`src/rtl/byte_burst_read_ctrl.sv`:
```
// Burst reader: fetches 16-bit words as two byte reads {word_addr, half}, high byte first, and hands each word downstream.
// Latency: first word_valid 4 cycles after the start edge, 4 cycles per word, done 4N+1 cycles after start.
// Backpressure: OUT holds word_data/index until o_word_ready; no memory reads are issued while stalled.
module byte_burst_read_ctrl #(
    parameter int WORD_AW = 6,
    parameter int BYTE_W  = 8
) (
    input  logic                 clk,
    input  logic                 rst_n,
    input  logic                 i_start,
    input  logic [WORD_AW-1:0]   i_base_addr,
    input  logic [WORD_AW:0]     i_num_words,
    output logic                 o_busy,
    output logic                 o_done,
    output logic                 o_mem_en,
    output logic [WORD_AW:0]     o_mem_addr,
    input  logic [BYTE_W-1:0]    i_mem_rdata,
    output logic [2*BYTE_W-1:0]  o_word_data,
    output logic                 o_word_valid,
    input  logic                 i_word_ready,
    output logic [WORD_AW-1:0]   o_word_index
);

    typedef enum logic [2:0] {
        S_IDLE,
        S_RD_HI,
        S_RD_LO,
        S_CAP_LO,
        S_OUT,
        S_DONE
    } state_t;

    localparam logic [WORD_AW-1:0] PTR_ONE = 1;
    localparam logic [WORD_AW:0]   REM_ONE = 1;

    state_t              r_state;
    state_t              w_state_nxt;
    logic [WORD_AW-1:0]  r_ptr;
    logic [WORD_AW-1:0]  w_ptr_nxt;
    logic [WORD_AW:0]    r_rem;
    logic [WORD_AW:0]    w_rem_nxt;
    logic [BYTE_W-1:0]   r_hi;
    logic [BYTE_W-1:0]   r_lo;
    logic                r_mem_en;
    logic [WORD_AW:0]    r_mem_addr;
    logic                w_mem_en_nxt;
    logic [WORD_AW:0]    w_mem_addr_nxt;

    always_comb begin
        w_state_nxt = r_state;
        w_ptr_nxt   = r_ptr;
        w_rem_nxt   = r_rem;
        case (r_state)
            S_IDLE: begin
                if (i_start) begin
                    if (|i_num_words) begin
                        w_ptr_nxt   = i_base_addr;
                        w_rem_nxt   = i_num_words;
                        w_state_nxt = S_RD_HI;
                    end else begin
                        w_state_nxt = S_DONE;
                    end
                end
            end
            S_RD_HI:  w_state_nxt = S_RD_LO;
            S_RD_LO:  w_state_nxt = S_CAP_LO;
            S_CAP_LO: w_state_nxt = S_OUT;
            S_OUT: begin
                if (i_word_ready) begin
                    if (r_rem == REM_ONE) begin
                        w_state_nxt = S_DONE;
                    end else begin
                        w_ptr_nxt   = r_ptr + PTR_ONE;
                        w_rem_nxt   = r_rem - REM_ONE;
                        w_state_nxt = S_RD_HI;
                    end
                end
            end
            S_DONE:   w_state_nxt = S_IDLE;
            default:  w_state_nxt = S_IDLE;
        endcase
    end

    // Memory strobes are registered from the next state so they line up with RD_HI/RD_LO.
    always_comb begin
        w_mem_en_nxt   = (w_state_nxt == S_RD_HI) || (w_state_nxt == S_RD_LO);
        w_mem_addr_nxt = r_mem_addr;
        if (w_mem_en_nxt) begin
            w_mem_addr_nxt = {w_ptr_nxt, (w_state_nxt == S_RD_LO)};
        end
    end

    always_ff @(posedge clk or negedge rst_n) begin
        if (!rst_n) begin
            r_state    <= S_IDLE;
            r_ptr      <= '0;
            r_rem      <= '0;
            r_hi       <= '0;
            r_lo       <= '0;
            r_mem_en   <= 1'b0;
            r_mem_addr <= '0;
        end else begin
            r_state    <= w_state_nxt;
            r_ptr      <= w_ptr_nxt;
            r_rem      <= w_rem_nxt;
            r_mem_en   <= w_mem_en_nxt;
            r_mem_addr <= w_mem_addr_nxt;
            if (r_state == S_RD_LO) begin
                r_hi <= i_mem_rdata;
            end
            if (r_state == S_CAP_LO) begin
                r_lo <= i_mem_rdata;
            end
        end
    end

    assign o_busy       = (r_state != S_IDLE);
    assign o_done       = (r_state == S_DONE);
    assign o_word_valid = (r_state == S_OUT);
    assign o_word_data  = {r_hi, r_lo};
    assign o_word_index = r_ptr;
    assign o_mem_en     = r_mem_en;
    assign o_mem_addr   = r_mem_addr;

endmodule
```
`config.mk`:
```
export PLATFORM = sky130hd
export DESIGN_NAME = byte_burst_read_ctrl
export DESIGN_NICKNAME = d
export VERILOG_FILES = /design/src/rtl/byte_burst_read_ctrl.sv
export SDC_FILE = /design/constraint.sdc
export NUM_CORES = 1
export LEC_CHECK = 0
export CAP_MARGIN = 10
export CORE_ASPECT_RATIO = 1.5
export CORE_MARGIN = 3
export CORE_UTILIZATION = 47
export DETAILED_ROUTE_END_ITERATION = 8
export PLACE_DENSITY = 0.88
export SLEW_MARGIN = 20
export SYNTH_ARGS = -nofsm -noshare
export SYNTH_HDL_FRONTEND = slang
export SYNTH_SLANG_ARGS = --single-unit
```
`constraint.sdc`:
```
create_clock -name clk -period 2.3 [get_ports clk]
set_input_delay 0.23 -clock clk [delete_from_list [all_inputs] [get_ports clk]]
set_output_delay 0.23 -clock clk [all_outputs]
set_load 0.05 [all_outputs]
```
# --- After elaboration in Yosys (flattened, before gate mapping) ---
# Index checks and enable logic that the tools add are counted.
classes:
  mux: 15
  n_reduce_logical: 6
  n_eq_ne: 12
  add_sub_neg: 2
ops:
  columns: ["op", "count"]
  rows:
  - ["2-to-1 mux 7 bit", 4]
  - ["2-to-1 mux 6 bit", 4]
  - ["one-hot mux 3 bit (5 select lines)", 1]
  - ["one-hot mux 7 bit (2 select lines)", 1]
  - ["2-to-1 mux 3 bit", 4]
  - ["one-hot mux 6 bit (2 select lines)", 1]
  - ["equality test 3 x 2 -> 1 bit (second input constant)", 3]
  - ["equality test 7 x 1 -> 1 bit (second input constant)", 1]
  - ["OR reduction 7 bit", 1]
  - ["subtractor 7 x 1 -> 7 bit (second input constant)", 1]
  - ["adder 6 x 1 -> 6 bit (second input constant)", 1]
  - ["equality test 3 x 1 -> 1 bit (second input constant)", 2]
  - ["equality test 3 bit (second input constant)", 2]
  - ["inequality test 2 bit (second input constant)", 3]
  - ["AND reduction 5 bit", 1]
  - ["zero test 3 bit", 1]
  - ["nonzero test 3 bit", 1]
  - ["inequality test 2 x 1 -> 1 bit (second input constant)", 1]
  - ["nonzero test 2 bit", 1]
  - ["logical OR 1 bit", 1]
word_totals:
  regBits: 40
  output_inout_bits: 33
  in_bits: 25
  wordCells: 42

# --- Depth between registers and ports, before layout ---
# Gate-level depths: netlist of the first run.
depth:
  word_depth: 6
  ltp_mapped: 7
  mapped_depth_nobuf: 6

# --- Worst setup path after synthesis of the first run ---
# OpenSTA, ideal clock, no wires.
synth_timing:
  kind: "reg-to-reg"
  from: "reg r_rem[1]"
  to: "reg r_mem_addr[6], in the netlist o_mem_addr[6]"
  synth_period_minus_slack_ns: 1.950
  setup_ns: 0.147
  stages_incl_launch_ff: 8
  slack_ns: 0.350
  t_required_ns: 2.153
  t_arrival_ns: 1.803
  path_cell_list: "dfrtp_1 -> inv_1 -> ha_1 -> or4b_4 -> o211a_4 -> buf_2 -> nor4_1 -> a41oi_2"
synth_between:
  elab_chain_len: 6
  elab_cells_between_ends: 10
  classes_between: "eq/ne: 3; mux: 6; reduce/logical: 1"
synth_rtl:
  columns: ["item", "line_no", "rtl"]
  rows:
  - ["start: declaration", "40", "logic [WORD_AW:0] r_rem;"]
  - ["start signal: assignment", "105", "r_rem <= w_rem_nxt;"]
  - ["equality test 7 x 1 -> 1 bit *", "70", "if (r_rem == REM_ONE) begin"]
  - ["2-to-1 mux 3 bit", "70", null]
  - ["2-to-1 mux 3 bit", "69", "if (i_word_ready) begin"]
  - ["one-hot mux 3 bit (5 select lines)", "53", "case (r_state)"]
  - ["equality test 3 x 1 -> 1 bit or equality test 3 x 2 -> 1 bit (tied branches)", "86", "w_mem_en_nxt = (w_state_nxt == S_RD_HI) || (w_state_nxt == S_RD_LO);"]
  - ["logical OR 1 bit", "86", null]
  - ["end signal: assignment", "107", "r_mem_addr <= w_mem_addr_nxt;"]
  - ["end: declaration", "45", "logic [WORD_AW:0] r_mem_addr;"]
# Mark *: on every way between the ends. The rest lies on a longest branch, timed or not.
# A chain may end at the register's enable or synchronous reset.

# --- Worst setup path in the final report of the first run ---
layout_timing:
  from: "reg r_state[2]"
  to: "out o_busy"
layout_between:
  elab_chain_len: 1
layout_rtl:
  columns: ["item", "line_no", "rtl"]
  rows:
  - ["start: declaration", "36", "state_t r_state;"]
  - ["start signal: assignment", "103", "r_state <= w_state_nxt;"]
  - ["nonzero test 3 bit", "117", "assign o_busy = (r_state != S_IDLE);"]
  - ["end: declaration", "13", "output logic o_busy,"]
# Every way passes these cells.

==> results of run 1 <==
-- cells by family after synthesis --
group / share of synthesized area
muxes: 0.1038
buffers and inverters: 0.03357
adders and majority gates: 0.01832
and+or+nand+nor: 0.1893
DFF: 0.4884
AOI/OAI and AO/OA: 0.1667
-- routing by layer --
layer  vias up  GRT usage
met5         -          0
met4         0     0.1028
met3        16    0.07715
met2        72     0.3681
met1       862     0.2672
li1        811          -
-- power by group --
part	internal [mW]	switching (mW)	total, mW
Combinational	1.19	1.83	3.03
Clock	0.239	0.249	0.489
Sequential	1.07	0.332	1.40
Total	2.50	2.42	4.91
-- worst register-to-register path, delay by kind of cell (launching register included) --
kind	cells	cell delay [ns]
adders and majority gates	1	0.16
buffers and inverters	1	0.09
and+or+nand+nor	1	0.49
DFF	1	0.41
AOI/OAI and AO/OA	3	0.93
-- layout make-up --
type,count,area (µm²)
clock buffer,6,82.58
clock inverter,2,10.01
fill,296,1247
inverter,5,31.28
multi-input combinational,125,979.7
sequential,40,1001
tap,45,56.30
timing repair buffer,66,655.6
-- cell usage after synthesis, types with 4 or more instances --
cell type,n,area [µm²]
a21oi_1,6,30.03
dfrtp_1,40,1001
inv_1,4,15.01
mux2_2,16,180.2
nand2_1,10,37.54
nand3_1,7,35.03
nor2_1,7,26.28
nor3_1,6,30.03
nor4_1,4,25.02
o22ai_1,4,25.02
o2bb2ai_1,5,43.79
-- placed cells by master (no fill, tap or decap), types with 3 or more instances in the layout --
master and n:
buf_4 8, o2bb2ai_1 5, o22ai_1 4, clkdlybuf4s50_1 55, a21oi_1 6, nand2_1 10
nor2_1 7, or3_1 3, dfrtp_1 40, nor3_1 6, nand3_1 7, ha_1 3
nor4_1 4, inv_1 4, mux2_2 16, clkbuf_8 6, a31oi_1 3
-- state kept, by name (all words and copies together), names as in the netlist --
name / cells
r_hi: 8
o_mem_en: 1
o_mem_addr: 7
o_word_index: 6
r_lo: 8
r_state: 3
r_rem: 7
-- worst max path at each step --
| stage | from | endpoint |
|---|---|---|
| global route | r_rem[1] | o_mem_addr[5] |
| floorplan | r_rem[1] | o_mem_addr[6] |
| detailed placement | i_num_words[3] | o_mem_addr[2] |
| global placement | i_num_words[3] | o_mem_addr[2] |
| finish | r_state[2] | o_busy |
| CTS | r_state[1] | o_busy |
==> metrics.txt, run 1 <==
Finished Layout Cells 289; fin area 2816 µm²; Worst-Skew Late Latency ~0.3 ns; EDFF count, synth 0; vias in the first global route around 1.9k; # IOs 58; Max-Cap Viols 0; CTS sink count 40; setup TNS 0 ns; CTS H-tree lvls 2; final max-slew violation count 0; final core utilization 0.6930; Mapped Nets 205; initial DRC count 65; row cnt 28; via count between 1.5k and 2k; Post-DP HPWL about 4000 µm; Worst Hold Class in2async; first-pass iteration count of the detailed router 4; Area Growth Syn to Fin 37.42%; Metal-1 WL about 2000 µm; metal2 WL approximately 2800 µm; Final Hold Vio Count 0; layout cell share with drive strength beyond 1 0.2008; critical path's slowest cell clkdlybuf4s50_1; Avg WL per Cell around 18 µm; Max stage delay on crit path between 0.7 and 0.8 ns; status complete, no violations; Worst-Margin Slew 0.8824 ns; Routed WL between 5000 and 6000 µm; first-pass GRT wire length slightly below 9000 µm; Buf/Inv on CP 2; min cycle time layout 2.149 ns; Warnings, synthesis 0; crit-path leading delay family buffers and inverters; remaining global-route overflow 0; placed inst area 2724 µm²; crit path kind reg2out; crit start category flip-flop; TritonCTS buffer count 5; Place WS 0.1590 ns; worst r2r src r_rem[1]; Placed Instances approximately 280; worst reg-to-reg path cell count 6; Tcrit/Tclk final 0.9346; final setup margin 0.1505 ns; RR Endpoint o_mem_addr[1]; Static Leak about 1.2 nW; Post-Synthesis Cells between 150 and 200; register area share after synthesis 0.4884; largest net degree at the start of global routing 41; CP Depth 3; Port Buf Inserts 57; Die Wd approximately 60 µm; Starting Density 0.5043; initial antenna violation count 0; CP Data Arrival Time roughly 1.9 ns; synth unique cells 60; Core Area about 4100 µm²; crit-path cells buf_4 -> or3_1 -> clkdlybuf4s50_1; drt drc 0; Fmax achieved 465.2 MHz; cts repair resizes 0; Worst-path clk slew 0.08 ns; FFs w/ async S/R, synth 1.000; total power approximately 5 mW; mean post-synth cell area between 10 and 15 µm²; gr usage total 0.2276; final hold slack just over 0.05 ns; Net count, final around 270; Peak VDD IR roughly 1400 µV; antenna-violating nets left 0; Critical Path RT ~2.1 ns; RSZ-0062 raised after global routing false; Worst Skew about 0.0026 ns; final setup vio count 0; post-synthesis register bit count 40; met3 routed WL ~410 µm; slack of the worst reg-to-reg path 0.17 ns; Die ar. around 5200 µm²; CTS root buf clkbuf_8; CP endpoint kind output port; Syn Std Cell Area between 2000 and 2500 µm²; cts hold-fix bufs 0; CTS tree yes; top_reg_cell synth dfrtp_1; Antenna Cells 0; via/cell ratio 6.093; Top Layer Used met4; Cell Pwr Density between 1500 and 2000 nW/µm²; maximum clock insertion buffer count 2; critical-path maximum fanout 10; Slew HR 0.4117; GP Congestion ~0.9; Die Ht roughly 87 µm; Post-CTS Setup Bufs 0
No activity file was read; power rests on OpenSTA's default activity.
==> run 2: changes to the inputs <==
- CORE_UTILIZATION: 47 -> 40
- PLACE_DENSITY: 0.88 -> 0.78
==> run 2 against run 1 <==
Final area increased by 1.0%. Wire length decreased by 0.41%. Die area increased by 16%. Total power increased by 0.21%. Core utilization decreased by 11 points. Clock skew increased by 0.0035 ns. Combinational power decreased by 2%. Via count decreased by 2.3%. Critical endpoint unchanged.
==> metrics.txt, run 2 (synthesis results as in run 1) <==
status complete, no violations; RSZ-0062 raised after global routing false; via/cell ratio 5.552 (-8.9%); remaining global-route overflow 0 (unchanged); busiest grt layer met2; Max-Cap Viols 0 (unchanged); fin area 2845 µm² (+1.0%); worst reg-to-reg path cell count 6 (unchanged); Cell Pwr Density 1730 nW/µm² (-0.81%); Peak VDD IR 956.3 µV (-30%); Port Buf Inserts 57 (unchanged); CP endpoint kind output port; Post-DP HPWL 4056 µm (+2.2%); antenna-violating nets left 0 (unchanged); Worst Hold Class in2async; # IOs 58 (unchanged); first-pass GRT wire length 8873 µm (-0.85%); vias in the first global route 1876 (-1.5%); Starting Density 0.4194 (-0.08496); maximum clock insertion buffer count 2 (unchanged); CTS tree yes; Core Area 4887 µm² (+20%); largest registers r_hi (8), r_lo (8); initial DRC count 48 (-26%); Worst-Margin Slew 0.8917 ns (+0.009233 ns); Slew HR 0.4056 (-0.006155); met1 usage 0.2239 (-0.04338); initial antenna violation count 0 (unchanged); drt drc 0 (unchanged); layout cell share with drive strength beyond 1 0.1967 (-0.004098); critical-path maximum fanout 12 (+2); Die ar. 6036 µm² (+16%); CTS root buf clkbuf_8; first-pass iteration count of the detailed router 4 (unchanged); Worst-Skew Late Latency 0.29 ns (about the same); Worst-path clk slew 0.08 ns (about the same); final setup vio count 0 (unchanged); final max-slew violation count 0 (unchanged); largest net degree at the start of global routing 41 (unchanged); met3 Use GR 0.04431 (-0.03284); crit start category flip-flop; cts repair resizes 0 (unchanged); Tcrit/Tclk final 0.9164 (-0.01816); min cycle time layout 2.108 ns (-0.04177 ns); M2 GR Usage 0.3147 (-0.05346); CTS sink count 40 (unchanged); Final Hold Vio Count 0 (unchanged); via count 1721 (-2.3%); Post-CTS Setup Bufs 0 (unchanged); gr usage total 0.1888 (-0.03886); GP Congestion 0.8023 (-9.0%); CP Data Arrival Time 1.88 ns (-0.04 ns); Die Wd 64.45 µm (+7.6%); crit path kind reg2out; Die Ht 93.67 µm (+7.8%); setup TNS 0 ns (unchanged); row cnt 31 (+11%); most common cell after layout, fill and taps aside clkdlybuf4s50_1; Area Growth Syn to Fin 38.83%; Critical Path RT 2.07 ns (about the same); Fmax achieved 474.4 MHz (+2.0%); Static Leak 1.168 nW (+0.16%); Worst Skew 0.006060 ns (+0.003459 ns); Net count, final 271 (unchanged); TritonCTS buffer count 5 (unchanged); Avg WL per Cell 17.13 µm (-7.2%); cts hold-fix bufs 0 (unchanged); placed inst area 2738 µm² (+0.51%); final core utilization 0.5822 (-0.1109); CTS H-tree lvls 2 (unchanged); most frequent cells in the layout clkdlybuf4s50_1, dfrtp_1, mux2_2; Routed WL 5310 µm (-0.41%); Antenna Cells 0 (unchanged)
==> run 2: routing by layer <==
layer	vias up	routed length [µm]	part of all wire
met1	839	2192	0.41
met5	-	0	0
met4	0	192	0.036
li1	813	-	-
met3	14	271	0.051
met2	55	2654	0.50
==> run 2: power breakdown <==
| group | switching [mW] | total, mW | internal, mW |
|---|---|---|---|
| Clock | 0.247 | 0.569 | 0.322 |
| Combinational | 1.79 | 2.96 | 1.16 |
| Sequential | 0.331 | 1.40 | 1.07 |
==> run 2: final timing paths <==
| kind | startpoint | end | slack, ns |
|---|---|---|---|
| min in group clk | o_mem_addr[0] | o_mem_addr[0] | 0.50 |
| setup / recovery | r_state[2] | o_busy | 0.19 |
| hold reg to reg | o_mem_addr[0] | o_mem_addr[0] | 0.50 |
| max in group asynchronous | rst_n | r_rem[5] | 1.68 |
| setup reg to reg | r_rem[1] | o_mem_addr[1] | 0.20 |
| hold / removal | rst_n | r_hi[6] | 0.06 |
==> run 2: layout make-up <==
cell class	instances	area, µm²
repair buffers	66	643.1
fillers	450	2042
clock buffers	6	72.57
clock inverters	2	35.03
well taps	66	82.58
flip-flops and latches	40	1001
inverters	5	31.28
multi-input cells	125	979.7
==> run 2: critical path, stage by stage, from the launching register on <==
cell and delay, ns:
dfrtp_1 0.49, or3_1 0.40, clkdlybuf4s50_1 0.70
==> run 2: through the flow <==
step	hold slack (ns)	total power [mW]	std cells	setup WS, ns
finish	0.05502	4.923	310	0.1923
global placement	0.3998	4.334	302	0.1178
detailed placement	0.4042	4.377	302	0.1153
floorplan	-0.06559	3.365	177	0.3499
CTS	0.08922	4.965	310	0.1797
global route	0.1159	5.208	310	0.04666
